`src/rtl/op_pkg.sv`:
```
// ---------------------------------------------------------------------------
// op_pkg
// Shared pipeline-wide definitions for the front end.
//   SUPER_SCALAR_WIDTH : lanes per cycle on fetch and decode sides
//   INSTRUCTION_WIDTH  : bits per instruction word
//   PC_WIDTH           : program-counter bits
//   FIQ_DEPTH          : default depth of the fetch instruction queue
//   fetch_entry_t      : one queued instruction together with its PC
//   popcount_prefix()  : length of the run of 1s starting at lane 0
// ---------------------------------------------------------------------------
package op_pkg;

  localparam int SUPER_SCALAR_WIDTH = 2;
  localparam int INSTRUCTION_WIDTH  = 32;
  localparam int PC_WIDTH           = 64;
  localparam int FIQ_DEPTH          = 16;

  // Wide enough to hold any lane count 0..SUPER_SCALAR_WIDTH.
  localparam int LANE_CNT_W = $clog2(SUPER_SCALAR_WIDTH + 1);

  typedef struct packed {
    logic [INSTRUCTION_WIDTH-1:0] instr;
    logic [PC_WIDTH-1:0]          pc;
  } fetch_entry_t;

  // Handshakes are in program order, so only the unbroken run of set bits
  // beginning at lane 0 counts; anything after the first clear bit is ignored.
  function automatic logic [LANE_CNT_W-1:0] popcount_prefix(
    input logic [SUPER_SCALAR_WIDTH-1:0] lanes
  );
    logic [LANE_CNT_W-1:0] n;
    logic                  run;
    n   = '0;
    run = 1'b1;
    for (int i = 0; i < SUPER_SCALAR_WIDTH; i++) begin
      run = run & lanes[i];
      if (run) n = LANE_CNT_W'(i + 1);
    end
    return n;
  endfunction

endpackage

```
`src/rtl/fetch_instr_queue.sv`:
```
// ---------------------------------------------------------------------------
// fetch_instr_queue
// Circular buffer decoupling instruction fetch from decode. Fetch pushes up
// to SUPER_SCALAR_WIDTH instructions per cycle, decode pops up to
// SUPER_SCALAR_WIDTH per cycle in program order, and a flush empties it.
//
// Ports:
//   clk_in         clock
//   rst_in         asynchronous active-high reset
//   flush_in       discard all entries (cancels same-cycle enq/deq)
//   enq_valid_in   per-lane valid from fetch, lane 0 oldest
//   enq_instr_in   per-lane instruction words
//   enq_pc_in      per-lane PCs
//   enq_ready_out  room for a full group this cycle
//   deq_valid_out  per-lane entry present, lane 0 is head
//   deq_instr_out  head instruction words
//   deq_pc_out     head PCs
//   deq_ready_in   per-lane accept from decode
//   count_out      current occupancy
// ---------------------------------------------------------------------------
module fetch_instr_queue #(
  parameter int DEPTH              = op_pkg::FIQ_DEPTH,
  parameter int SUPER_SCALAR_WIDTH = op_pkg::SUPER_SCALAR_WIDTH,
  parameter int INSTRUCTION_WIDTH  = op_pkg::INSTRUCTION_WIDTH,
  parameter int PC_WIDTH           = op_pkg::PC_WIDTH
) (
  input  logic                                          clk_in,
  input  logic                                          rst_in,
  input  logic                                          flush_in,
  input  logic [SUPER_SCALAR_WIDTH-1:0]                 enq_valid_in,
  input  logic [SUPER_SCALAR_WIDTH*INSTRUCTION_WIDTH-1:0] enq_instr_in,
  input  logic [SUPER_SCALAR_WIDTH*PC_WIDTH-1:0]        enq_pc_in,
  output logic                                          enq_ready_out,
  output logic [SUPER_SCALAR_WIDTH-1:0]                 deq_valid_out,
  output logic [SUPER_SCALAR_WIDTH*INSTRUCTION_WIDTH-1:0] deq_instr_out,
  output logic [SUPER_SCALAR_WIDTH*PC_WIDTH-1:0]        deq_pc_out,
  input  logic [SUPER_SCALAR_WIDTH-1:0]                 deq_ready_in,
  output logic [$clog2(DEPTH+1)-1:0]                    count_out
);

  import op_pkg::*;

  localparam int PTR_W = $clog2(DEPTH);
  localparam int CNT_W = $clog2(DEPTH + 1);

  fetch_entry_t           mem [DEPTH];
  logic [PTR_W-1:0]       head_ptr;
  logic [PTR_W-1:0]       tail_ptr;
  logic [CNT_W-1:0]       count;
  logic [LANE_CNT_W-1:0]  n_enq;
  logic [LANE_CNT_W-1:0]  n_deq;
  logic                   enq_ready;
  logic [SUPER_SCALAR_WIDTH-1:0] deq_valid;

  // Readiness looks only at the registered count so that fetch never sees a
  // combinational path from decode's ready; a full group must always fit.
  assign enq_ready = (count <= CNT_W'(DEPTH - SUPER_SCALAR_WIDTH));
  assign n_enq     = enq_ready ? popcount_prefix(enq_valid_in) : '0;
  assign n_deq     = popcount_prefix(deq_valid & deq_ready_in);

  // Head lanes read straight from storage; pointer addition wraps modulo
  // DEPTH, so a group straddling the last index needs no special case.
  genvar g;
  for (g = 0; g < SUPER_SCALAR_WIDTH; g++) begin : g_lane
    assign deq_valid[g] = (CNT_W'(g) < count);
    assign deq_instr_out[g*INSTRUCTION_WIDTH +: INSTRUCTION_WIDTH] =
      mem[head_ptr + PTR_W'(g)].instr;
    assign deq_pc_out[g*PC_WIDTH +: PC_WIDTH] =
      mem[head_ptr + PTR_W'(g)].pc;
  end

  assign deq_valid_out = deq_valid;
  assign enq_ready_out = enq_ready;
  assign count_out     = count;

  always_ff @(posedge clk_in or posedge rst_in) begin
    if (rst_in) begin
      head_ptr <= '0;
      tail_ptr <= '0;
      count    <= '0;
    end else if (flush_in) begin
      head_ptr <= '0;
      tail_ptr <= '0;
      count    <= '0;
    end else begin
      head_ptr <= head_ptr + PTR_W'(n_deq);
      tail_ptr <= tail_ptr + PTR_W'(n_enq);
      count    <= count + CNT_W'(n_enq) - CNT_W'(n_deq);
    end
  end

  // Storage carries no reset; entries outside the head..tail window are
  // never observed because deq_valid masks them.
  always_ff @(posedge clk_in) begin
    if (!flush_in) begin
      for (int i = 0; i < SUPER_SCALAR_WIDTH; i++) begin
        if (LANE_CNT_W'(i) < n_enq) begin
          mem[tail_ptr + PTR_W'(i)] <= '{
            instr: enq_instr_in[i*INSTRUCTION_WIDTH +: INSTRUCTION_WIDTH],
            pc:    enq_pc_in[i*PC_WIDTH +: PC_WIDTH]
          };
        end
      end
    end
  end

endmodule

```
`config.mk`:
```
export PLATFORM = sky130hd
export DESIGN_NAME = fetch_instr_queue
export DESIGN_NICKNAME = d
export VERILOG_FILES = /design/src/rtl/op_pkg.sv /design/src/rtl/fetch_instr_queue.sv
export SDC_FILE = /design/constraint.sdc
export NUM_CORES = 2
export LEC_CHECK = 0
export CORE_AREA = 2 2 391 393
export DETAILED_ROUTE_END_ITERATION = 8
export DIE_AREA = 0 0 393 395
export GPL_ROUTABILITY_DRIVEN = 0
export PLACE_DENSITY = 0.79
export SLEW_MARGIN = 10
export SYNTH_ARGS = -nofsm -noshare
export SYNTH_HDL_FRONTEND = slang
export SYNTH_SLANG_ARGS = --single-unit
```
`constraint.sdc`:
```
create_clock -name clk_in -period 12.39 [get_ports clk_in]
set_input_delay 3.0975 -clock clk_in [delete_from_list [all_inputs] [get_ports clk_in]]
set_output_delay 3.0975 -clock clk_in [all_outputs]
set_load 0.1 [all_outputs]
```
==> run_results.csv <==
group,metric,value,unit
sta,timing.setup.tns,0,ps
yosys,avgSynthCellArea,16.96,sq um
grt,antenna_found_initial,49,
status,outcome,"finished, final reports clean",
sta,fin_skew,30.86,ps
worst_setup_path,timing.rr.start,"count_out[4]$_DFF_PP0_",
floorplanning,ios,399,
placed_design,place_area,0.09496,sq mm
worst_setup_path,worstPathMaxFanout,106,
worst_setup_path,ff2ff_path_depth,8,
worst_setup_path,regToRegEndpoint,"mem[12][41]$_DFFE_PP_",
sta,rsz0062_at_grt,"false",
floorplanning,dieArea,0.1552,sq mm
clocking,cts_buffers,169,
sta,setup_viol,0,
yosys,synth_seq_cells,1549,
routing,firstDrtPassIters,5,
sta,fin_crit,9538,ps
routing,routed_wl,288.3,mm
routing,avgRoutedWirePerCell,38.13,um
finish,drive_gt1_share,46.69,%
yosys,synth_area,0.09001,sq mm
placed_design,numPortBuffers,398,
yosys,postSynth.asyncResetShare,0.8393,%
finish,syn_to_final_growth,11.57,%
grt,overflow,0,
routing,drc,0,
sta,hold_viol_final,0,
worst_setup_path,startpoint,"head_ptr[1]$_DFF_PP0_",
worst_setup_path,critPathKind,"register to primary output",
floorplanning,die_y,395,um
power,ir_drop,0.2802,mV
run,maxCapViolations,0,
grt,grt_max_degree,141,
clocking,insertion_delay,810,ps
clocking,cts_tree,"built",
floorplanning,die_width,393,um
yosys,ys_warn_count,0,
clocking,clk_path_buf_depth,3,
yosys,synth_top_area_share,51.24,%
floorplanning,placementRows,143,
clocking,cts.clk_slew.worst_paths,60,ps
yosys,synth_cell_types,52,
worst_setup_path,endpoint,"deq_instr_out[27]",
clocking,cts.sinks,1549,
clocking,cts-hold-fix-buffers,0,
finish,fin_area,0.1004,sq mm
worst_hold_path,min-delay-path-class,"register to register",
finish,multi_input_area,0.04090,sq mm
clocking,root_buffer,"clkbuf_16",
sta,fin_crit_sh,76.98,%
worst_setup_path,r2r_slack,7530,ps
clocking,htree_levels,4,
finish,regArea,0.04646,sq mm
sta,max_freq,104.8,MHz
worst_setup_path,critPathLaunchType,"register",
yosys,syn_inst,5307,
routing,vias_per_cell,7.537,
floorplanning,initial_core_util,59.53,%
floorplanning,core-area,0.1512,sq mm
yosys,synth_edf_count,1536,
finish,fillerInstances,10150,
grt,track_usage,37.14,%
worst_setup_path,critPathArrivalTime,6440,ps
yosys,synth-seq-area-share,51.61,%
routing,vias,56987,
clocking,post_cts_buffers,0,
yosys,synthTopCellsByArea,"edfxtp_1 51%, mux4_2 19%, mux2_2 17%, mux2_1 1.7%, a21boi_0 1.6%",
sta,report.final.slew_viol_count,0,
routing,drt_iter0_markers,8262,
sta,tightest_slew,1214,ps
yosys,synth_top_area_cell,"edfxtp_1",
power,power_density,211.3,mW/mm^2
routing,drtAntennaViolNets,0,
placed_design,place_inst,7221,
clocking,postCtsResizedCells,0,
grt,grt_pass1_wl,411.1,mm
finish,fin_nets,5577,
worst_setup_path,critPathCaptureType,"primary output",
worst_setup_path,critPathRequiredTime,9290,ps
grt,first_global_vias,57734,
yosys,synthFlopType,"edfxtp_1",
placed_design,hpwl,147.8,mm
power,p_leak,32.57,nW
sta,relSlewSlack,18.79,%
yosys,synthesis.nets,5522,
finish,final_cells,7561,
-- registers in the layout, indices dropped and copies added, names as in the netlist --
signal	cells
count_out	5
head_ptr	4
mem	1536
tail_ptr	4
-- layout by cell type, fill, tap and decap left out, types with 12 or more instances in the layout --
master | netlist | final
edfxtp_1 | 1536 | 1536
mux2_2 | 1340 | 1340
mux4_2 | 768 | 768
clkdlybuf4s50_1 | 0 | 398
a21boi_0 | 192 | 192
a22oi_1 | 192 | 192
clkbuf_16 | 0 | 172
mux2_1 | 136 | 136
buf_4 | 32 | 114
nand2_1 | 107 | 103
or3_1 | 98 | 98
a22o_1 | 96 | 96
mux2_4 | 60 | 60
clkbuf_1 | 357 | 45
clkinv_1 | 0 | 39
diode_2 | 0 | 31
clkinv_2 | 0 | 22
bufinv_16 | 0 | 16
inv_1 | 13 | 13
nor2_1 | 19 | 12
-- cell usage after synthesis (13+ instances only) --
master / number
nand2_1: 107
mux2_2: 1340
clkbuf_1: 357
mux2_1: 136
a21boi_0: 192
buf_2: 190
a22oi_1: 192
nor2_1: 19
inv_1: 13
or3_1: 98
edfxtp_1: 1536
buf_6: 22
buf_4: 32
buf_1: 36
dfrtp_1: 13
mux2_4: 60
mux4_2: 768
a22o_1: 96
-- layout make-up --
cell class,instances,area share (%)
diodes,31,0.07725
clock buffers,219,4.482
clock inverters,90,0.8759
inverters,13,0.04859
multi-input cells,3108,40.73
flip-flops and latches,1549,46.26
well taps,2030,2.529
repair buffers,521,4.999
-- power breakdown --
group / total, mW / internal, mW / switching [mW]
combinational: 10.2 / 3.67 / 6.53
sequential: 6.01 / 5.89 / 0.113
clock: 5.02 / 2.89 / 2.13
-- critical path: stages (launching register included) --
cell and delay [ps]:
dfrtp_4 960, buf_12 660, buf_4 920, buf_4 840
mux4_2 600, a22oi_1 240, nand2_1 150, clkdlybuf4s50_1 990
-- cells by family (layout without fill, tap and decap cells) --
kind of cell	count (synthesis)	in the layout	share of synthesized area (%)
buf+inv	650	843	3.292
fa+ha+maj	16	16	0.2558
mux	2305	2305	38.70
simple gates	278	278	1.765
xor+xnor	5	5	0.04865
other cells	0	31	0
flops	1549	1549	51.61
compound gates	504	504	4.334
-- worst min-delay path by stage --
stage          cells past startpoint                      to  slack, ps                    from
2_1_floorplan                      2   head_ptr[0]$_DFF_PP0_        610   head_ptr[0]$_DFF_PP0_
3_3_place_gp                       2  count_out[0]$_DFF_PP0_        730  count_out[0]$_DFF_PP0_
3_5_place_dp                       2  count_out[0]$_DFF_PP0_        750  count_out[0]$_DFF_PP0_
4_1_cts                            2  count_out[0]$_DFF_PP0_        770  count_out[0]$_DFF_PP0_
5_1_grt                            2  count_out[0]$_DFF_PP0_        870  count_out[0]$_DFF_PP0_
6_report                           2  count_out[0]$_DFF_PP0_        770  count_out[0]$_DFF_PP0_
-- per-stage QoR --
step / util (%) / setup slack [ps] / hold slack [ps] / power (mW)
2_1_floorplan: - / 844.2 / 608.4 / 13.93
6_report: 66.42 / 2852 / 769.6 / 21.22
5_1_grt: 66.41 / 2425 / 867.1 / 21.77
3_5_place_dp: 62.81 / 3593 / 747.7 / 16.23
4_1_cts: 66.37 / 2667 / 769.3 / 21.20
3_3_place_gp: 62.81 / 3640 / 733.6 / 16.16
-- per-layer routing --
layer | up-vias | routed length, um | GRT usage, %
met5 | - | 245 | 0
met4 | 40 | 13420 | 16.89
met3 | 868 | 37910 | 10.13
met2 | 4285 | 135100 | 57.13
met1 | 29651 | 101600 | 49.67
li1 | 22143 | - | -
Power figures use the tool's default switching activity.
